==> src/rtl/memctrl_pkg.sv <==
// Shared definitions for the memory controller and the load/store buffer:
// lsb_type request codes, field positions inside lsb_type, FSM state encoding.
package memctrl_pkg;

    // Request codes, shared with the LSB
    localparam logic [3:0] LS_LB  = 4'b0000;
    localparam logic [3:0] LS_LH  = 4'b0001;
    localparam logic [3:0] LS_LW  = 4'b0010;
    localparam logic [3:0] LS_LBU = 4'b0100;
    localparam logic [3:0] LS_LHU = 4'b0101;
    localparam logic [3:0] LS_SB  = 4'b1000;
    localparam logic [3:0] LS_SH  = 4'b1001;
    localparam logic [3:0] LS_SW  = 4'b1010;

    // Field positions inside lsb_type
    localparam int TYPE_SIZE_LSB     = 0;
    localparam int TYPE_SIZE_MSB     = 1;
    localparam int TYPE_UNSIGNED_BIT = 2;
    localparam int TYPE_STORE_BIT    = 3;

    typedef enum logic [1:0] {
        ST_IDLE  = 2'd0,
        ST_LOAD  = 2'd1,
        ST_STORE = 2'd2,
        ST_DONE  = 2'd3
    } state_t;

    // Number of bytes moved by a request: 1, 2 or 4
    function automatic logic [2:0] ls_bytes(input logic [3:0] t);
        case (t[TYPE_SIZE_MSB:TYPE_SIZE_LSB])
            2'b00:   return 3'd1;
            2'b01:   return 3'd2;
            default: return 3'd4;
        endcase
    endfunction

endpackage

==> src/rtl/memctrl_ls_extend.sv <==
// ls_extend: sign/zero extension of an assembled little-endian load word.
// Byte and halfword loads extend from bit 7/15; the unsigned bit selects
// zero extension. Words pass through unchanged.
module ls_extend
    import memctrl_pkg::*;
(
    input  logic [31:0] raw,
    input  logic [3:0]  lsb_type,
    output logic [31:0] val
);

    logic sext;
    logic unused_store_bit;

    assign sext             = ~lsb_type[TYPE_UNSIGNED_BIT];
    assign unused_store_bit = lsb_type[TYPE_STORE_BIT];

    // Pick the extension width from the size field
    always_comb begin
        val = raw;
        case (lsb_type[TYPE_SIZE_MSB:TYPE_SIZE_LSB])
            2'b00:   val = {{24{sext & raw[7]}},  raw[7:0]};
            2'b01:   val = {{16{sext & raw[15]}}, raw[15:0]};
            default: val = raw;
        endcase
    end

endmodule

==> src/rtl/memctrl.sv <==
// memctrl: serves one level-held LSB request over the byte-wide RAM/IO bus,
// splitting it into 1/2/4 little-endian byte transfers and returning a
// one-cycle ls_finished pulse with the extended load value.
// Optional build macro: MEMCTRL_IO_STALL_EN (hold IO-space store bytes while
// the UART TX buffer is full).
module memctrl
    import memctrl_pkg::*;
#(
    parameter int ADDR_W = 32
) (
    input  logic              clk_in,
    input  logic              rst_in,
    input  logic              rdy_in,
    input  logic              clear,
    input  logic              ls_enable,
    input  logic [ADDR_W-1:0] addr,
    input  logic [31:0]       store_val,
    input  logic [3:0]        lsb_type,
    output logic              ls_finished,
    output logic [31:0]       load_val,
    input  logic [7:0]        mem_din,
    output logic [7:0]        mem_dout,
    output logic [ADDR_W-1:0] mem_a,
    output logic              mem_wr,
    input  logic              io_buffer_full
);

    state_t            state;
    logic [2:0]        cnt;        // LOAD: bytes issued so far; STORE: current byte
    logic [2:0]        n_bytes;
    logic [ADDR_W-1:0] base_q;
    logic [ADDR_W-1:0] a_q;        // address of the byte currently on the bus
    logic [ADDR_W-1:0] pend_a;     // address whose data is due on mem_din
    logic [31:0]       sval_q;
    logic [31:0]       data_q;
    logic [31:0]       data_next;
    logic [31:0]       ext_val;
    logic [3:0]        type_q;
    logic [7:0]        dout_q;
    logic              wr_q;
    logic              squash_q;   // store was flushed: finish it but stay silent
    logic              io_stall;
    logic [1:0]        cap_lane;
    logic [1:0]        nxt_lane;

    assign n_bytes  = ls_bytes(type_q);
    assign cap_lane = cnt[1:0] - 2'd1;
    assign nxt_lane = cnt[1:0] + 2'd1;
    assign pend_a   = base_q + ADDR_W'(cnt) - ADDR_W'(1);

`ifdef MEMCTRL_IO_STALL_EN
    assign io_stall = (a_q[17:16] == 2'b11) && io_buffer_full;
`else
    logic unused_io_full;
    assign unused_io_full = io_buffer_full;
    assign io_stall       = 1'b0;
`endif

    // While paused mid-load the RAM keeps sampling mem_a, so re-present the
    // address whose byte is still owed; on resume mem_din then holds it again.
    assign mem_a    = (state == ST_LOAD && !rdy_in && cnt != 3'd0) ? pend_a : a_q;
    assign mem_wr   = wr_q & rdy_in & ~io_stall;
    assign mem_dout = dout_q;

    // Merge the byte arriving this cycle into its lane of the load word
    always_comb begin
        data_next = data_q;
        data_next[{cap_lane, 3'b000} +: 8] = mem_din;
    end

    ls_extend u_ext (
        .raw      (data_next),
        .lsb_type (type_q),
        .val      (ext_val)
    );

    // Request FSM, byte counter, address stepping and data assembly
    always_ff @(posedge clk_in) begin
        if (rst_in) begin
            state       <= ST_IDLE;
            cnt         <= 3'd0;
            base_q      <= '0;
            a_q         <= '0;
            sval_q      <= '0;
            data_q      <= '0;
            type_q      <= '0;
            dout_q      <= '0;
            wr_q        <= 1'b0;
            squash_q    <= 1'b0;
            ls_finished <= 1'b0;
            load_val    <= '0;
        end else if (rdy_in) begin
            case (state)
                ST_IDLE: begin
                    if (ls_enable) begin
                        base_q   <= addr;
                        a_q      <= addr;
                        sval_q   <= store_val;
                        type_q   <= lsb_type;
                        cnt      <= 3'd0;
                        data_q   <= '0;
                        squash_q <= 1'b0;
                        if (lsb_type[TYPE_STORE_BIT]) begin
                            state  <= ST_STORE;
                            wr_q   <= 1'b1;
                            dout_q <= store_val[7:0];
                        end else begin
                            state <= ST_LOAD;
                        end
                    end
                end
                ST_LOAD: begin
                    if (clear) begin
                        state <= ST_IDLE;
                    end else begin
                        cnt <= cnt + 3'd1;
                        if (cnt != 3'd0)
                            data_q <= data_next;
                        // hold on the last byte rather than touch base+N
                        if (cnt + 3'd1 < n_bytes)
                            a_q <= a_q + ADDR_W'(1);
                        if (cnt == n_bytes) begin
                            state       <= ST_DONE;
                            ls_finished <= 1'b1;
                            load_val    <= ext_val;
                        end
                    end
                end
                ST_STORE: begin
                    squash_q <= squash_q | clear;
                    if (!io_stall) begin
                        if (cnt + 3'd1 == n_bytes) begin
                            wr_q        <= 1'b0;
                            state       <= ST_DONE;
                            ls_finished <= ~(squash_q | clear);
                        end else begin
                            cnt    <= cnt + 3'd1;
                            a_q    <= a_q + ADDR_W'(1);
                            dout_q <= sval_q[{nxt_lane, 3'b000} +: 8];
                        end
                    end
                end
                ST_DONE: begin
                    ls_finished <= 1'b0;
                    load_val    <= '0;
                    squash_q    <= 1'b0;
                    state       <= ST_IDLE;
                end
                default: state <= ST_IDLE;
            endcase
        end
    end

endmodule

==> config.mk <==
export PLATFORM = sky130hd
export DESIGN_NAME = memctrl
export DESIGN_NICKNAME = d
export VERILOG_FILES = /design/src/rtl/memctrl_pkg.sv /design/src/rtl/memctrl_ls_extend.sv /design/src/rtl/memctrl.sv
export SDC_FILE = /design/constraint.sdc
export NUM_CORES = 1
export LEC_CHECK = 0
export ABC_AREA = 1
export CAP_MARGIN = 5
export CELL_PAD_IN_SITES_DETAIL_PLACEMENT = 1
export CELL_PAD_IN_SITES_GLOBAL_PLACEMENT = 1
export CORE_UTILIZATION = 39
export CTS_CLUSTER_SIZE = 20
export DETAILED_ROUTE_END_ITERATION = 6
export GPL_TIMING_DRIVEN = 0
export PLACE_DENSITY_LB_ADDON = 0.1
export SLEW_MARGIN = 20
export SYNTH_ARGS = -nofsm -noshare
export SYNTH_HDL_FRONTEND = slang
export SYNTH_SLANG_ARGS = --single-unit
==> constraint.sdc <==
create_clock -name clk_in -period 4.2 [get_ports clk_in]
set_input_delay 1.05 -clock clk_in [delete_from_list [all_inputs] [get_ports clk_in]]
set_output_delay 1.05 -clock clk_in [all_outputs]
set_load 0.005 [all_outputs]
[Word level (Yosys, flattened, before mapping)]
Index checks and enable logic that the tools add are counted.
Storage, ports and cells
  bits in registers: 179
  output and inout port bits: 74
  word-level logic and storage cells: 106
Operators by class
  $add $sub $neg: 7
  magnitude comparators: 1
  equality and inequality tests: 15
  shifts and indexed selects: 3
  mux-type cells: 40
  bitwise logic cells: 6
  reductions and logical operators: 22
Operator list (number)
  2-to-1 mux 32 bit: 10
  one-hot mux 32 bit (2 select lines): 3
  one-hot mux 32 bit (3 select lines): 1
  adder 32 x 1 -> 32 bit, second input constant: 1
  adder 32 x 3 -> 32 bit: 1
  bitwise mux 32 bit: 1
  variable shift 8 x 7 -> 32 bit, first input constant: 1
  indexed part select 32 x 6 -> 8 bit: 1
  indexed part select 8 x 7 -> 32 bit: 1
  subtractor 32 x 1 -> 32 bit, second input constant: 1
  AND reduction 5 bit: 5
  2-to-1 mux 8 bit: 3
  one-hot mux 8 bit (2 select lines): 1
  nonzero test 3 bit: 4
  2-to-1 mux 2 bit: 5
  != test 2 bit, second input constant: 5
  2-to-1 mux 3 bit: 3
  one-hot mux 3 bit (3 select lines): 1
  one-hot mux 2 bit (4 select lines): 1
  AND reduction 4 bit: 2
  2-to-1 mux 1 bit: 7
  negation 5 -> 7 bit: 1
  == test 3 bit: 2
  != test 2 x 1 -> 1 bit, second input constant: 3
  19 further kinds: 30

[Longest topological paths before layout]
Gate-level depths: netlist of the first run.
  depth after elaboration: 9
  gate-level depth with buffers: 17
  mapped depth without buffers: 16

[Modules after synthesis]
Synthesis of the first run repeated with hierarchy kept, for this count alone.
Unflattened totals
  cell total of the unflattened synthesis: 1955
  area total of the unflattened synthesis: 11846.4 um^2
By module, submodules not included
  memctrl: times used 1, cells an instance 1884, area each 11442.2 um^2, sequential area each 3603.5 um^2
  ls_extend: times used 1, cells an instance 71, area each 404.1 um^2, sequential area each 0.0 um^2

[Least setup slack after synthesis of the first run]
No wires, ideal clock.
  path type: register to output
  start: reg cnt[0]
  end: out mem_a[17]
  data arrival time: 2.367 ns
  data required time: 3.150 ns
  path slack: 0.783 ns
  stages on the path, launching flop included: 18
  buffers on the path: 1
  cells stage by stage: dfxtp_1 > inv_1 > buf_1 > ha_1 > inv_1 > ha_1 > inv_1 > fa_1 > inv_1 > nand3_1 > nand3_1 > nand2_1 > nand3_1 > nand2_1 > nand2_1 > nand2_1 > nand3_1 > o21ai_0
Between the ends
  longest elaborated chain between the ends: 3
RTL lines
  start: declaration: line memctrl.sv:29  | logic [2:0] cnt;
  start signal: assignment: line memctrl.sv:116  | cnt <= cnt + 3'd1;
  start signal: assignment: line memctrl.sv:137  | cnt <= cnt + 3'd1;
  adder 32 x 3 -> 32 bit / nonzero test 3 bit (equally long branches): line memctrl.sv:49, memctrl.sv:61
  subtractor 32 x 1 -> 32 bit / logical AND 1 bit (equally long branches): line memctrl.sv:49, memctrl.sv:61
  2-to-1 mux 32 bit *: line memctrl.sv:61  | assign mem_a = (state == ST_LOAD && !rdy_in && cnt != 3'd0) ? pend_a : a_q;
  end: declaration: line memctrl.sv:23  | output logic [ADDR_W-1:0] mem_a,
Mark *: on every way between the ends. The rest lies on a longest branch, timed or not.

[Final worst setup path of the first run]
  start: reg cnt[0]
  end: out mem_a[7]
The elaborated chain is that of the path after synthesis.

==> metrics.md, run 1 <==
| Metric | Value |
|---|---|
| Post-DR wirelength/cell | 18.40 um |
| Ys async rst share | 0 |
| Crit Path Category | flip-flop to output pin |
| Post-synth top area share | 0.3106 |
| Power Dens Cells | 448.6 nW/um^2 |
| Initial Util | 0.3987 |
| Synth top area cells | dfxtp_1 31%, nand2_1 19%, inv_1 9.4% |
| Worst endpoint required time | 3150 ps |
| Worst hold slack | approximately 450 ps |
| Synth unique cells | 44 |
| # IOs | 156 |
| Clock sinks | 179 |
| Comb power frac | 0.438 |
| Yosys warning total | 0 |
| Post-Syn Area | 11540 sq um |
| # diodes | 0 |
| Max Buffers Root-to-Sink | 2 |
| CP arrival | between 3000 and 4000 ps |
| Most frequent cell after synthesis | nand2_1 |
| Slew Limit Fails | 0 |
| Pre-CTS setup slack | -656.4 ps |
| Core area | between 20000 and 30000 sq um |
| Max-slew headroom | 0.4651 |
| Worst Slack Setup Final | roughly 86 ps |
| Initial antenna violation count | 0 |
| Post-synth net total | 2035 |
| Max incr delay on CP | between 500 and 600 ps |
| Total routed wirelength | 45750 um |
| Final cell count without fillers | 2486 |
| CP delay by family, top | buffers and inverters |
| Int Power | 3.773 mW |
| Layout cells sized above 1 | 0.06518 |
| DP Wirelength | 36140 um |
| P&R area growth vs syn | 25.16% |
| Die Area | roughly 30000 sq um |
| Worst Setup SP | cnt[0] |
| Met3 wire len | 1486 um |
| Status | complete, no violations |
| Input/output buffers | 153 |
| Mapped Cells | 1906 |
| Via-to-Cell Ratio | approximately 5.3 |
| Sequential share of power | 0.308 |
| Min cycle time layout | 4114 ps |
| Cell Rows | 62 |
| Vias | 13090 |
| Largest area contributor in the netlist | dfxtp_1 |
| Antenna-violating nets left | 0 |
| Root Buffer | clkbuf_16 |
| Most used DFF post-synth | dfxtp_1 |
| Largest net degree at the start of global routing | 17 |
| DR DRC count | 0 |
| Worst-Margin Slew | ~800 ps |
| Worst Min Path Start | sval_q[7] |
| CP startpoint kind | flip-flop |
| Clock latency on the worst-skew pair | 450 ps |
| Buffers plus inverters on the worst setup path | 6 |
| P_sw | 2.705 mW |
| Nets | 2218 |
| Total CTS buffers | 17 |
| CP Max Fanout | 3 |
| First-pass GRT wire length | 71630 um |
| Metal1 wirelength | 19710 um |
| GP Congestion | ~0.94 |
| WL met2 | between 20000 and 25000 um |
| Slowest-stage cell, CP | clkdlybuf4s50_1 |
| Final setup viols | 0 |
| Total track usage | 0.3033 |
| Chip height | 174.0 um |
| DP Cell Count | 2443 |
| Seq/Total Area, Yosys | 0.3106 |
| Die X-Extent | 174.0 um |
| Sw Ratio | 0.4176 |
| Fin crit share | 0.9794 |
| TritonCTS clock tree | done |
| Fillers | around 4000 |
| DRT iter0 DRCs | 846 |
| GRT overflow | 0 |
| Clock power frac | 0.254 |
| Vias in the first global route | 13470 |
| Fmax | 243.1 MHz |
| Leakage power | around 6.3 nW |
| Clock-pin slew on the worst setup and hold paths | 70 ps |
| Synth Register Bits | between 150 and 200 |
| CP cell instances | clkinvlp_4, ha_4, inv_2, ha_4, inv_1, fa_2, inv_2, nand2_1, nand3_2, buf_4, xnor2_1, o21ai_0, clkdlybuf4s50_1 |
| Hold_buf cts | 0 |
| Maximum vdd drop | 0.2743 mV |
| Syn_area_per_cell | 6.053 sq um |
| RR Startpoint | cnt[0] |
| Commonest cells post-synth | 596 x nand2_1, 289 x inv_1, 208 x a21oi_1 |
| Pre-antenna DRT Iters | 5 |
| Endpoints failing hold | 0 |
| Worst hold path type | flip-flop to flip-flop |
| Htree depth | 4 |
| Clock Skew | 10.61 ps |
| DR top layer | met4 |
| Max-Cap Viols | 0 |
| CP Capture Type | output pin |
| Post-synth EDFFs | 0 |
-- power groups by stage --
stage | registers [mW] | logic, mW | clock network [mW]
2_1_floorplan | 1.98 | 1.69 | 0
6_report | 2.00 | 2.84 | 1.64
4_1_cts | 1.99 | 2.75 | 1.66
3_5_place_dp | 2.03 | 2.65 | 0
5_1_grt | 2.01 | 3.14 | 1.73
3_3_place_gp | 2.02 | 2.58 | 0
-- tightest hold or removal path, stage by stage, from the launching register on --
cell,delay (ps)
dfxtp_1,310
inv_1,50
a21oi_1,50
-- stage by stage --
step                      TNS [ps]  total power, mW    util  instance area, sq um
after global placement       -8348            4.603  0.4683                 13550
after floorplan                  0            3.668       -                 11540
after global routing        -31.03            6.882  0.4990                 14440
after CTS                        0            6.406  0.4950                 14320
final                            0            6.478  0.4990                 14440
after detailed placement     -9260            4.678  0.4683                 13550
-- cells by family (layout without fill, tap and decap cells) --
| kind of cell | after synthesis | count (layout) | share of synthesized area |
|---|---|---|---|
| adders and majority gates | 47 | 47 | 0.05162 |
| AOI/OAI and AO/OA | 403 | 403 | 0.1878 |
| buffers and inverters | 374 | 570 | 0.1264 |
| DFF | 179 | 179 | 0.3106 |
| xor gates and xnor gates | 15 | 15 | 0.01139 |
| and+or+nand+nor | 888 | 888 | 0.3121 |
-- path summary, 6_finish.rpt --
kind	slack (ps)	to	cells after the start
worst min register to register	450	sval_q[7]	2
worst max register to register	1250	a_q[21]	12
worst max-delay path	90	mem_a[7]	13
worst min-delay path	450	sval_q[7]	2
-- registers in the layout (all words and copies together) (netlist names) --
register / flops
mem_dout: 8
base_q: 32
state: 2
ls_finished: 1
load_val: 32
squash_q: 1
sval_q: 32
a_q: 32
wr_q: 1
cnt: 3
data_q: 32
type_q: 3
-- layer usage --
metal  vias to the layer above  global-route usage
li1                       6424                   -
met1                      6282              0.3602
met2                       303              0.5605
met3                        82             0.03084
met4                         0              0.1096
met5                         -                   0
-- layout make-up --
class / count / area, sq um / area share
buffer: 75 / 355.3 / 0.02461
sequential: 179 / 3595 / 0.2489
clock buffer: 24 / 481.7 / 0.03336
clock inverter: 8 / 101.3 / 0.007018
multi-input combinational: 1353 / 6665 / 0.4616
timing repair buffer: 165 / 1633 / 0.1131
tap: 384 / 480.5 / 0.03327
inverter: 298 / 1129 / 0.07816
-- cell usage in the layout, fill, tap and decap left out, types with 13 or more instances in the layout --
cell type,instances
a21oi_1,208
buf_2,20
buf_4,13
clkbuf_1,49
clkbuf_16,17
clkdlybuf4s50_1,143
dfxtp_1,176
ha_1,42
inv_1,284
nand2_1,581
nand2_2,14
nand3_1,95
nor2_1,131
nor3_1,18
o21a_1,13
o21ai_0,131
-- timing repair --
action | 4_1_cts | 5_1_grt
gates resized for setup | 50 | 31
setup endpoints to repair | 32 | 20
buffers inserted | 8 | 4
pin swaps | 7 | 7
Power figures use the tool's default switching activity.
==> run 2, diff against run 1 <==
--- a/config.mk
+++ b/config.mk
@@ -9,10 +9,12 @@
 export CAP_MARGIN = 5
 export CELL_PAD_IN_SITES_DETAIL_PLACEMENT = 1
 export CELL_PAD_IN_SITES_GLOBAL_PLACEMENT = 1
-export CORE_UTILIZATION = 39
+export CORE_UTILIZATION = 45
 export CTS_CLUSTER_SIZE = 20
 export DETAILED_ROUTE_END_ITERATION = 6
+export DONT_BUFFER_PORTS = 1
 export GPL_TIMING_DRIVEN = 0
+export MAX_ROUTING_LAYER = met4
 export PLACE_DENSITY_LB_ADDON = 0.1
 export SLEW_MARGIN = 20
 export SYNTH_ARGS = -nofsm -noshare
==> run 2 against run 1 <==
First-iteration DRC count is 14% lower. Die area is 13% lower. Setup slack worse by 16 ps. Non-clock buffer count is 160 lower. Maximum frequency is 0.39% lower. Power is 5.3% lower. Cell area is 12% lower. Core utilization is 0.30 points higher. Critical path depth is 3 lower. Clock skew is 8.5 ps higher. Largest power group unchanged.
==> metrics.md, run 2 (synthesis results as in run 1) <==
| Metric | Value |
|---|---|
| Status | complete, no violations |
| Initial Util | 0.4582 (+0.05943) |
| Clock sinks | 179 (unchanged) |
| Fillers | 3539 (-12%) |
| Total track usage | 0.3440 (+0.04078) |
| P&R area growth vs syn | 9.576% |
| Fin crit share | 0.9833 (+0.003885) |
| R2r setup slk | 1230 ps (-20 ps) |
| Endpoints failing hold | 0 (unchanged) |
| Critical path destination | mem_a[23] |
| Register area | 3588 sq um (-0.17%) |
| Clock latency on the worst-skew pair | 460 ps (about the same) |
| Pwr Total | 6.136 mW (-5.3%) |
| CP Capture Type | output pin |
| Input/output buffers | 0 (-100%) |
| Final Cell Area | 12640 sq um (-12%) |
| Pre-antenna DRT Iters | 5 (unchanged) |
| Vias in the first global route | 13040 (-3.2%) |
| Worst Slack Setup Final | 70.07 ps (-16.32 ps) |
| Clock-pin slew on the worst setup and hold paths | 90 ps (+20 ps) |
| CP arrival | 3080 ps (+20 ps) |
| CP startpoint kind | flip-flop |
| Total CTS buffers | 17 (unchanged) |
| Fin util | 0.5020 (+0.002988) |
| Setup tns final | 0 ps (unchanged) |
| RR Startpoint | cnt[0] |
| Final setup viols | 0 (unchanged) |
| Worst-Margin Slew | 786.8 ps (-15.52 ps) |
| Power Dens Cells | 485.4 nW/um^2 (+8.2%) |
| Chip height | 162.1 um (-6.8%) |
| Htree depth | 4 (unchanged) |
| Vias | 12480 (-4.7%) |
| Via-to-Cell Ratio | 5.489 (+4.2%) |
| Crit Path Category | flip-flop to output pin |
| Hold_buf cts | 0 (unchanged) |
| TritonCTS clock tree | done |
| CP Max Fanout | 16 (+13) |
| Largest net degree at the start of global routing | 21 (+4) |
| Antenna-violating nets left | 0 (unchanged) |
| Fmax | 242.1 MHz (-0.39%) |
| First-pass GRT wire length | 67910 um (-5.2%) |
| Total routed wirelength | 43480 um (-5.0%) |
| Max Buffers Root-to-Sink | 2 (unchanged) |
| Most frequent cells in the layout | 593 x nand2_1, 287 x inv_1, 208 x a21oi_1, 177 x dfxtp_1, 137 x o21ai_0 |
| Initial antenna violation count | 2 (+2) |
| Layout cells sized above 1 | 0.05149 (-0.01368) |
| Cell Area, Placed | 11950 sq um (-12%) |
| Worst r2r dst | a_q[12] |
| Slew Limit Fails | 0 (unchanged) |
| Worst Setup SP | cnt[0] |
| Core area | 25180 sq um (-13%) |
| DP Wirelength | 34550 um (-4.4%) |
| Post-DR wirelength/cell | 19.12 um (+3.9%) |
| RSZ-0062 raised after global routing | yes |
| Root Buffer | clkbuf_16 |
| Max-Cap Viols | 0 (unchanged) |
| Worst endpoint required time | 3150 ps (about the same) |
| Leakage power | 5.559 nW (-11%) |
| Worst hold path type | flip-flop to flip-flop |
| GRT overflow | 0 (unchanged) |
| DR DRC count | 0 (unchanged) |
| Nets | 2058 (-7.2%) |
| Die Area | 26280 sq um (-13%) |
| # IOs | 156 (unchanged) |
| Worst hold slack | 444.6 ps (-7.262 ps) |
| Multi-input gate area | 6525 sq um (-2.1%) |
| Die X-Extent | 162.1 um (-6.8%) |
| Final cell count without fillers | 2274 (-8.5%) |
| Pre-CTS setup slack | -132.6 ps (+523.8 ps) |
| DP Cell Count | 2236 (-8.5%) |
| GP Congestion | 0.9569 (+2.3%) |
| Worst-case reg-to-reg path depth | 12 (unchanged) |
| Maximum vdd drop | 0.2371 mV (-14%) |
| Cell Rows | 58 (-6.5%) |
| DRT iter0 DRCs | 726 (-14%) |
| Clock Skew | 19.13 ps (+8.515 ps) |
| Max-slew headroom | 0.4732 (+0.008039) |
| Commonest non-fill, non-tap cell in the layout | nand2_1 |
| Min cycle time layout | 4130 ps (+16.32 ps) |
run 2: cell count changes in the layout (fill, tap and decap cells not counted), moves of 5 or more:
cell and delta:
clkdlybuf4s50_1 -143, clkinv_8 +5, buf_4 -7, nand2_1 +12
nand3_1 +7, dlymetal6s2s_1 -5, o21ai_0 +6, nand3_2 -6
nand2_2 -9, o21ai_1 -6
run 2: critical path: stages (launching register included):
cell and delay [ps]:
dfxtp_4 410, clkinvlp_4 180, buf_4 250, ha_1 270
a21oi_1 150, inv_1 80, nor2_1 300, buf_2 310
buf_2 350, nand3_1 180, nand2_1 140
run 2: layer usage:
layer,wire [um],up-vias,GRT usage,share of wire
li1,-,6102,-,-
met1,17950,5986,0.3811,0.41
met3,1903,103,0.05107,0.044
met5,0,-,-,0
met2,21990,290,0.6165,0.51
met4,1636,0,0.1368,0.038
run 2: what timing repair did:
| action | in CTS | in global routing |
|---|---|---|
| resized for setup | 7 | 6 |
| endpoints found under the setup margin | 32 | 22 |
| buffers inserted | 1 | 4 |
| pin swaps | 0 | 1 |
run 2: worst min-delay path by stage:
stage	from	end	cells past startpoint
2_1_floorplan	sval_q[1]	sval_q[1]	2
3_3_place_gp	sval_q[7]	sval_q[7]	2
3_5_place_dp	sval_q[7]	sval_q[7]	2
4_1_cts	sval_q[7]	sval_q[7]	2
5_1_grt	sval_q[7]	sval_q[7]	2
6_report	sval_q[7]	sval_q[7]	2
run 2: area by class of cell:
class,instances,area share
multi-input cells,1353,0.5161
flip-flops and latches,179,0.2838
inverters,298,0.08878
clock buffers,18,0.03474
well taps,330,0.03266
plain buffers,75,0.02662
clock inverters,14,0.01386
repair buffers,5,0.002969
diodes,2,0.0003959
run 2: where the power goes:
| group | switching, mW | internal [mW] |
|---|---|---|
| clock network | 0.861 | 0.828 |
| registers | 0.149 | 1.85 |
| logic | 1.71 | 0.740 |
